==> config.mk <==
export PLATFORM = sky130hd
export DESIGN_NAME = ram_port_arbiter
export DESIGN_NICKNAME = d
export VERILOG_FILES = /design/src/rtl/ram_port_arbiter.sv
export SDC_FILE = /design/constraint.sdc
export NUM_CORES = 1
export LEC_CHECK = 0
export CAP_MARGIN = 15
export CORE_MARGIN = 4
export CORE_UTILIZATION = 39
export CTS_BUF_LIST = sky130_fd_sc_hd__clkbuf_8
export DETAILED_ROUTE_END_ITERATION = 7
export PLACE_DENSITY_LB_ADDON = 0.15
export SETUP_SLACK_MARGIN = 0.2
export SYNTH_ARGS = -nofsm -noshare
export SYNTH_HDL_FRONTEND = slang
export SYNTH_SLANG_ARGS = --single-unit
==> constraint.sdc <==
create_clock -name clk -period 2.58 [get_ports clk]
set_input_delay 0.516 -clock clk [delete_from_list [all_inputs] [get_ports clk]]
set_output_delay 0.516 -clock clk [all_outputs]
set_load 0.02 [all_outputs]
==> src/rtl/ram_port_arbiter.sv <==
// ram_port_arbiter: shares RAM port A between the core (requester 0) and the
// loader/DMA engine (requester 1). The core has priority. After MAX_BURST
// consecutive contended core grants, the DMA is forced in for one slot.
// Requests are steered onto the RAM pins combinationally in the grant cycle.
// Read data is returned one cycle later to the requester that issued the read.
// Accesses outside the RAM window set a sticky err_oob flag, suppress writes
// and read back as zero.
// Optional build macro: ARB_PERF_CNT_EN adds a saturating core-stall counter
// on perf_core_stall. Without it, perf_core_stall is tied to zero.
module ram_port_arbiter #(
  parameter int ADDR_W     = 15,
  parameter int DATA_W     = 16,
  parameter int REQ_ADDR_W = 24,
  parameter int MAX_BURST  = 8
) (
  input  logic                  clk,
  input  logic                  rst_n,
  input  logic                  core_req,
  input  logic                  core_we,
  input  logic [REQ_ADDR_W-1:0] core_addr,
  input  logic [DATA_W-1:0]     core_wdata,
  output logic                  core_gnt,
  output logic                  core_rvalid,
  output logic [DATA_W-1:0]     core_rdata,
  input  logic                  dma_req,
  input  logic                  dma_we,
  input  logic [REQ_ADDR_W-1:0] dma_addr,
  input  logic [DATA_W-1:0]     dma_wdata,
  output logic                  dma_gnt,
  output logic                  dma_rvalid,
  output logic [DATA_W-1:0]     dma_rdata,
  output logic                  ram_we,
  output logic [ADDR_W-1:0]     ram_addr,
  output logic [DATA_W-1:0]     ram_din,
  input  logic [DATA_W-1:0]     ram_dout,
  output logic                  err_oob,
  output logic [15:0]           perf_core_stall
);

  typedef enum logic [1:0] {
    S_IDLE = 2'd0,
    S_CORE = 2'd1,
    S_DMA  = 2'd2
  } state_t;

  localparam logic [7:0] BURST_LIM = 8'(MAX_BURST);

  // Owner of the previous cycle's grant. It also tags which requester gets a
  // pending read.
  state_t state_q, state_d;
  // Run length of consecutive contended core grants.
  logic [7:0] cnt_q, cnt_d;

  logic                  any_gnt;
  logic                  sel_we;
  logic [REQ_ADDR_W-1:0] sel_addr;
  logic [DATA_W-1:0]     sel_wdata;
  logic                  sel_oob;

  // Last address/data driven onto the RAM. They are held while nobody owns
  // the port.
  logic [ADDR_W-1:0] addr_q, addr_d;
  logic [DATA_W-1:0] din_q, din_d;

  // One read may be in flight. Its owner is state_q.
  logic rd_pend_q, rd_pend_d;
  logic rd_oob_q, rd_oob_d;
  logic err_q, err_d;

  logic [DATA_W-1:0] rd_word;
  logic [DATA_W-1:0] core_rdata_q, core_rdata_d;
  logic [DATA_W-1:0] dma_rdata_q, dma_rdata_d;

  // Grant decision and next owner/run-length. Grants are masked while reset
  // is asserted so every output is quiet during reset.
  always_comb begin
    state_d  = S_IDLE;
    cnt_d    = '0;
    core_gnt = 1'b0;
    dma_gnt  = 1'b0;
    if (rst_n) begin
      if (core_req && dma_req) begin
        if (cnt_q < BURST_LIM) begin
          core_gnt = 1'b1;
          state_d  = S_CORE;
          cnt_d    = cnt_q + 8'd1;
        end else begin
          dma_gnt = 1'b1;
          state_d = S_DMA;
        end
      end else if (core_req) begin
        core_gnt = 1'b1;
        state_d  = S_CORE;
      end else if (dma_req) begin
        dma_gnt = 1'b1;
        state_d = S_DMA;
      end
    end
  end

  // Steer the granted requester's command onto the RAM side.
  always_comb begin
    sel_we    = 1'b0;
    sel_addr  = '0;
    sel_wdata = '0;
    if (core_gnt) begin
      sel_we    = core_we;
      sel_addr  = core_addr;
      sel_wdata = core_wdata;
    end else if (dma_gnt) begin
      sel_we    = dma_we;
      sel_addr  = dma_addr;
      sel_wdata = dma_wdata;
    end
  end

  assign any_gnt = core_gnt | dma_gnt;
  assign sel_oob = any_gnt && (sel_addr[REQ_ADDR_W-1:ADDR_W] != '0);

  assign ram_we   = any_gnt & sel_we & ~sel_oob;
  assign ram_addr = any_gnt ? sel_addr[ADDR_W-1:0] : addr_q;
  assign ram_din  = any_gnt ? sel_wdata : din_q;

  // Read return. Data arrives from the RAM one cycle after the grant.
  // Out-of-range reads are forced to zero.
  assign core_rvalid = rd_pend_q && (state_q == S_CORE);
  assign dma_rvalid  = rd_pend_q && (state_q == S_DMA);
  assign rd_word     = rd_oob_q ? '0 : ram_dout;
  assign core_rdata  = core_rvalid ? rd_word : core_rdata_q;
  assign dma_rdata   = dma_rvalid ? rd_word : dma_rdata_q;
  assign err_oob     = err_q;

  // Next-state for the datapath side registers.
  always_comb begin
    addr_d       = addr_q;
    din_d        = din_q;
    rd_pend_d    = any_gnt & ~sel_we;
    rd_oob_d     = sel_oob;
    err_d        = err_q | sel_oob;
    core_rdata_d = core_rdata;
    dma_rdata_d  = dma_rdata;
    if (any_gnt) begin
      addr_d = sel_addr[ADDR_W-1:0];
      din_d  = sel_wdata;
    end
  end

  // Owner/run-length state register.
  always_ff @(posedge clk or negedge rst_n) begin
    if (!rst_n) begin
      state_q <= S_IDLE;
      cnt_q   <= '0;
    end else begin
      state_q <= state_d;
      cnt_q   <= cnt_d;
    end
  end

  // Held RAM command, in-flight read tracking, sticky error and read holds.
  always_ff @(posedge clk or negedge rst_n) begin
    if (!rst_n) begin
      addr_q       <= '0;
      din_q        <= '0;
      rd_pend_q    <= 1'b0;
      rd_oob_q     <= 1'b0;
      err_q        <= 1'b0;
      core_rdata_q <= '0;
      dma_rdata_q  <= '0;
    end else begin
      addr_q       <= addr_d;
      din_q        <= din_d;
      rd_pend_q    <= rd_pend_d;
      rd_oob_q     <= rd_oob_d;
      err_q        <= err_d;
      core_rdata_q <= core_rdata_d;
      dma_rdata_q  <= dma_rdata_d;
    end
  end

`ifdef ARB_PERF_CNT_EN
  logic [15:0] stall_q, stall_d;

  always_comb begin
    stall_d = stall_q;
    if (core_req && !core_gnt && (stall_q != 16'hFFFF)) begin
      stall_d = stall_q + 16'd1;
    end
  end

  // Saturating count of cycles the core waited on the port.
  always_ff @(posedge clk or negedge rst_n) begin
    if (!rst_n) begin
      stall_q <= '0;
    end else begin
      stall_q <= stall_d;
    end
  end

  assign perf_core_stall = stall_q;
`else
  assign perf_core_stall = 16'h0000;
`endif

endmodule

==> results.json, run 1 <==
{
  "design_area_mm2": 0.005550,
  "overflow": 0,
  "holdBufCountCts": 0,
  "tritoncts": "built",
  "syn-instance-count": 287,
  "layout-area-overhead-vs-synth_pct": 71.27,
  "p_leak_nw": 2.750,
  "setup_viol": 33,
  "ff2ff_path_depth": 6,
  "die_h_um": 99.16,
  "portBuffers": 170,
  "syn_area_mm2": 0.003241,
  "ios": 187,
  "power_w": 0.003858,
  "critPathCaptureType": "output pin",
  "cts_buffers": 9,
  "fin_nets": 588,
  "wire_per_inst_um": 15.78,
  "skew_ns": 0.01056,
  "path_clk_slew_ns": 0.08,
  "fin_util": 0.7037,
  "ys_types": 30,
  "rsz0062_at_grt": "true",
  "num_rows": 32,
  "ys_seq_elements": 76,
  "initial_core_util": 0.4109,
  "ant_nets": 0,
  "ir_drop_mv": 0.3660,
  "drtPass1Iterations": 4,
  "cts_max_level": 3,
  "hold_ws_ns": 0.3570,
  "fp.dieW_um": 99.16,
  "maxSlewViolCount": 0,
  "grt_pass1_wl_mm": 14.30,
  "grt_max_degree": 45,
  "antenna_found_initial": 0,
  "fin_crit_ns": 2.828,
  "tightest_slew_ns": 0.5339,
  "post-dp-hpwl_mm": 6.777,
  "grt_pass1_vias": 2965,
  "worst_slew_margin_rel": 0.6441,
  "status": "complete, but fails checks",
  "required_ns": 2.06,
  "drive_gt1_frac": 0.2065,
  "worst_slack_ns": -0.2479,
  "ys_seq_area_frac": 0.5869,
  "core_area_mm2": 0.007888,
  "fmax_mhz": 353.6,
  "cp_max_fo": 12,
  "viasPerCell": 4.836,
  "route.vias.total": 2858,
  "cts_buffer_depth": 2,
  "root_buffer": "clkbuf_8",
  "power.density_mw_per_mm2": 695.2,
  "drv_cap": 0,
  "hold_class": "input pin to async pin",
  "startpoint_type": "register",
  "drt_iter0_markers": 38,
  "gp_congestion": 0.7390,
  "drt-total-wl_mm": 9.326,
  "violations": "setup timing",
  "place_area_mm2": 0.005131,
  "synth_edf_count": 0,
  "period_share": 1.096,
  "clkLatencyLatePin_ns": 0.33,
  "r2r_slack_ns": 0.45,
  "path_class": "register to output pin",
  "async_flop_share": 1.000,
  "hold_viol_final": 0,
  "drcViolationCount": 0,
  "dieArea_mm2": 0.009832,
  "clock_sinks": 76,
  "syn_area_per_cell_um2": 11.29,
  "crit_arrival_ns": 2.31,
  "ys.flop_type": "dfrtp_1",
  "grt_usage": 0.1814,
  "insertedDiodeCount": 0,
  "yosysWarningCount": 0
}
[critical path: stages (launching register included)]
cell and delay, ns:
dfrtp_1 0.38, or4b_4 0.53, o311a_4 0.37, clkbuf_16 0.19, a22o_1 0.20, a21o_4 0.19
buf_6 0.12
[layout make-up]
class,instances,area (um^2)
fillers,629,2337
repair buffers,201,2056
flip-flops and latches,76,1903
multi-input cells,194,1215
clock buffers,10,137.6
well taps,102,127.6
clock inverters,5,100.1
inverters,3,11.26
[path summary, 6_finish.rpt]
kind,to,from
worst max register to register,err_oob,cnt_q[3]
worst max-delay path,ram_din[15],cnt_q[3]
min in group clk,cnt_q[0],cnt_q[0]
max in group asynchronous,rd_oob_q,rst_n
worst min register to register,cnt_q[0],cnt_q[0]
worst min-delay path,addr_q[11],rst_n
[synth_stat cells (4+ instances only)]
cell / instances / area, um^2
nor2_1: 6 / 22.52
a22o_1: 32 / 280.3
dfrtp_1: 76 / 1902
a21o_1: 31 / 232.7
buf_4: 16 / 120.1
buf_2: 6 / 30.03
nand2_1: 33 / 123.9
o21ai_0: 32 / 160.2
clkbuf_1: 7 / 26.28
buf_6: 4 / 45.04
nand3_1: 4 / 20.02
nand2b_1: 16 / 100.1
[power by group]
| group | leakage, nW | switching, W | total [W] | internal, W |
|---|---|---|---|---|
| Sequential | 0.936 | 0.0000699 | 0.00149 | 0.00142 |
| Clock | 0.122 | 0.000397 | 0.00106 | 0.000660 |
| Combinational | 1.69 | 0.000703 | 0.00131 | 0.000608 |
| Total | 2.75 | 0.00117 | 0.00386 | 0.00269 |
[timing repair]
action | 4_1_cts | 5_1_grt
cloned | 1 | 2
pin swaps | 3 | 23
endpoints found under the setup margin | 68 | 49
gates resized for setup | 215 | 64
setup buffers | 6 | 6
endpoints found under the hold margin | 0 | 0
[cell usage in the layout (no fill, tap or decap), drive strengths merged, types with 3 or more instances in the layout]
cell type / n
nand3: 4
conb: 20
nand2b: 16
clkdlybuf4s15: 5
dfrtp: 76
bufinv: 3
nor2: 7
clkbuf: 20
dlygate4sd2: 18
a21o: 31
o21ai: 32
clkdlybuf4s50: 101
a22o: 32
nor3: 3
buf: 64
nand2: 33
inv: 3
dlygate4sd1: 3
[sequential cells by signal, indices dropped and copies added (netlist names)]
signal,cells
state_q,2
din_q,16
rd_oob_q,1
rd_pend_q,1
core_rdata_q,16
dma_rdata_q,16
err_oob,1
cnt_q,8
addr_q,15
[per-layer routing]
| layer | share of wire | vias up | global-route usage |
|---|---|---|---|
| li1 | - | 1374 | - |
| met2 | 0.53 | 116 | 0.3316 |
| met3 | 0.077 | 15 | 0.04698 |
| met4 | 0.016 | 0 | 0.05567 |
| met5 | 0 | - | 0 |
| met1 | 0.38 | 1353 | 0.2069 |
[cells by family after synthesis]
| kind of cell | after synthesis | share of synthesized area |
|---|---|---|
| AO/OA/AOI/OAI | 99 | 0.2185 |
| AND/OR/NAND/NOR | 73 | 0.1151 |
| XOR/XNOR | 1 | 0.002703 |
| other | 1 | 0.001157 |
| buffers and inverters | 36 | 0.07182 |
| adder cells (fa/ha/maj) | 1 | 0.003860 |
| flip-flops | 76 | 0.5869 |
[through the flow]
| step | setup WS, ns | std cells | TNS, ns |
|---|---|---|---|
| after global placement | -0.9759 | 561 | -32.40 |
| final | -0.2479 | 591 | -6.925 |
| after CTS | -0.3068 | 583 | -8.948 |
| after detailed placement | -1.013 | 561 | -34.37 |
| after floorplan | 0.1182 | 306 | 0 |
| after global routing | -0.3162 | 591 | -9.483 |
Power figures use the tool's default switching activity.
==> run 2: changes to the inputs <==
--- a/config.mk
+++ b/config.mk
@@ -10,6 +10,7 @@
 export CORE_UTILIZATION = 39
 export CTS_BUF_LIST = sky130_fd_sc_hd__clkbuf_8
 export DETAILED_ROUTE_END_ITERATION = 7
+export GPL_ROUTABILITY_DRIVEN = 0
 export PLACE_DENSITY_LB_ADDON = 0.15
 export SETUP_SLACK_MARGIN = 0.2
 export SYNTH_ARGS = -nofsm -noshare
==> results of run 2 <==
No change in the layout: final DEF, timing and power equal those of run 1.
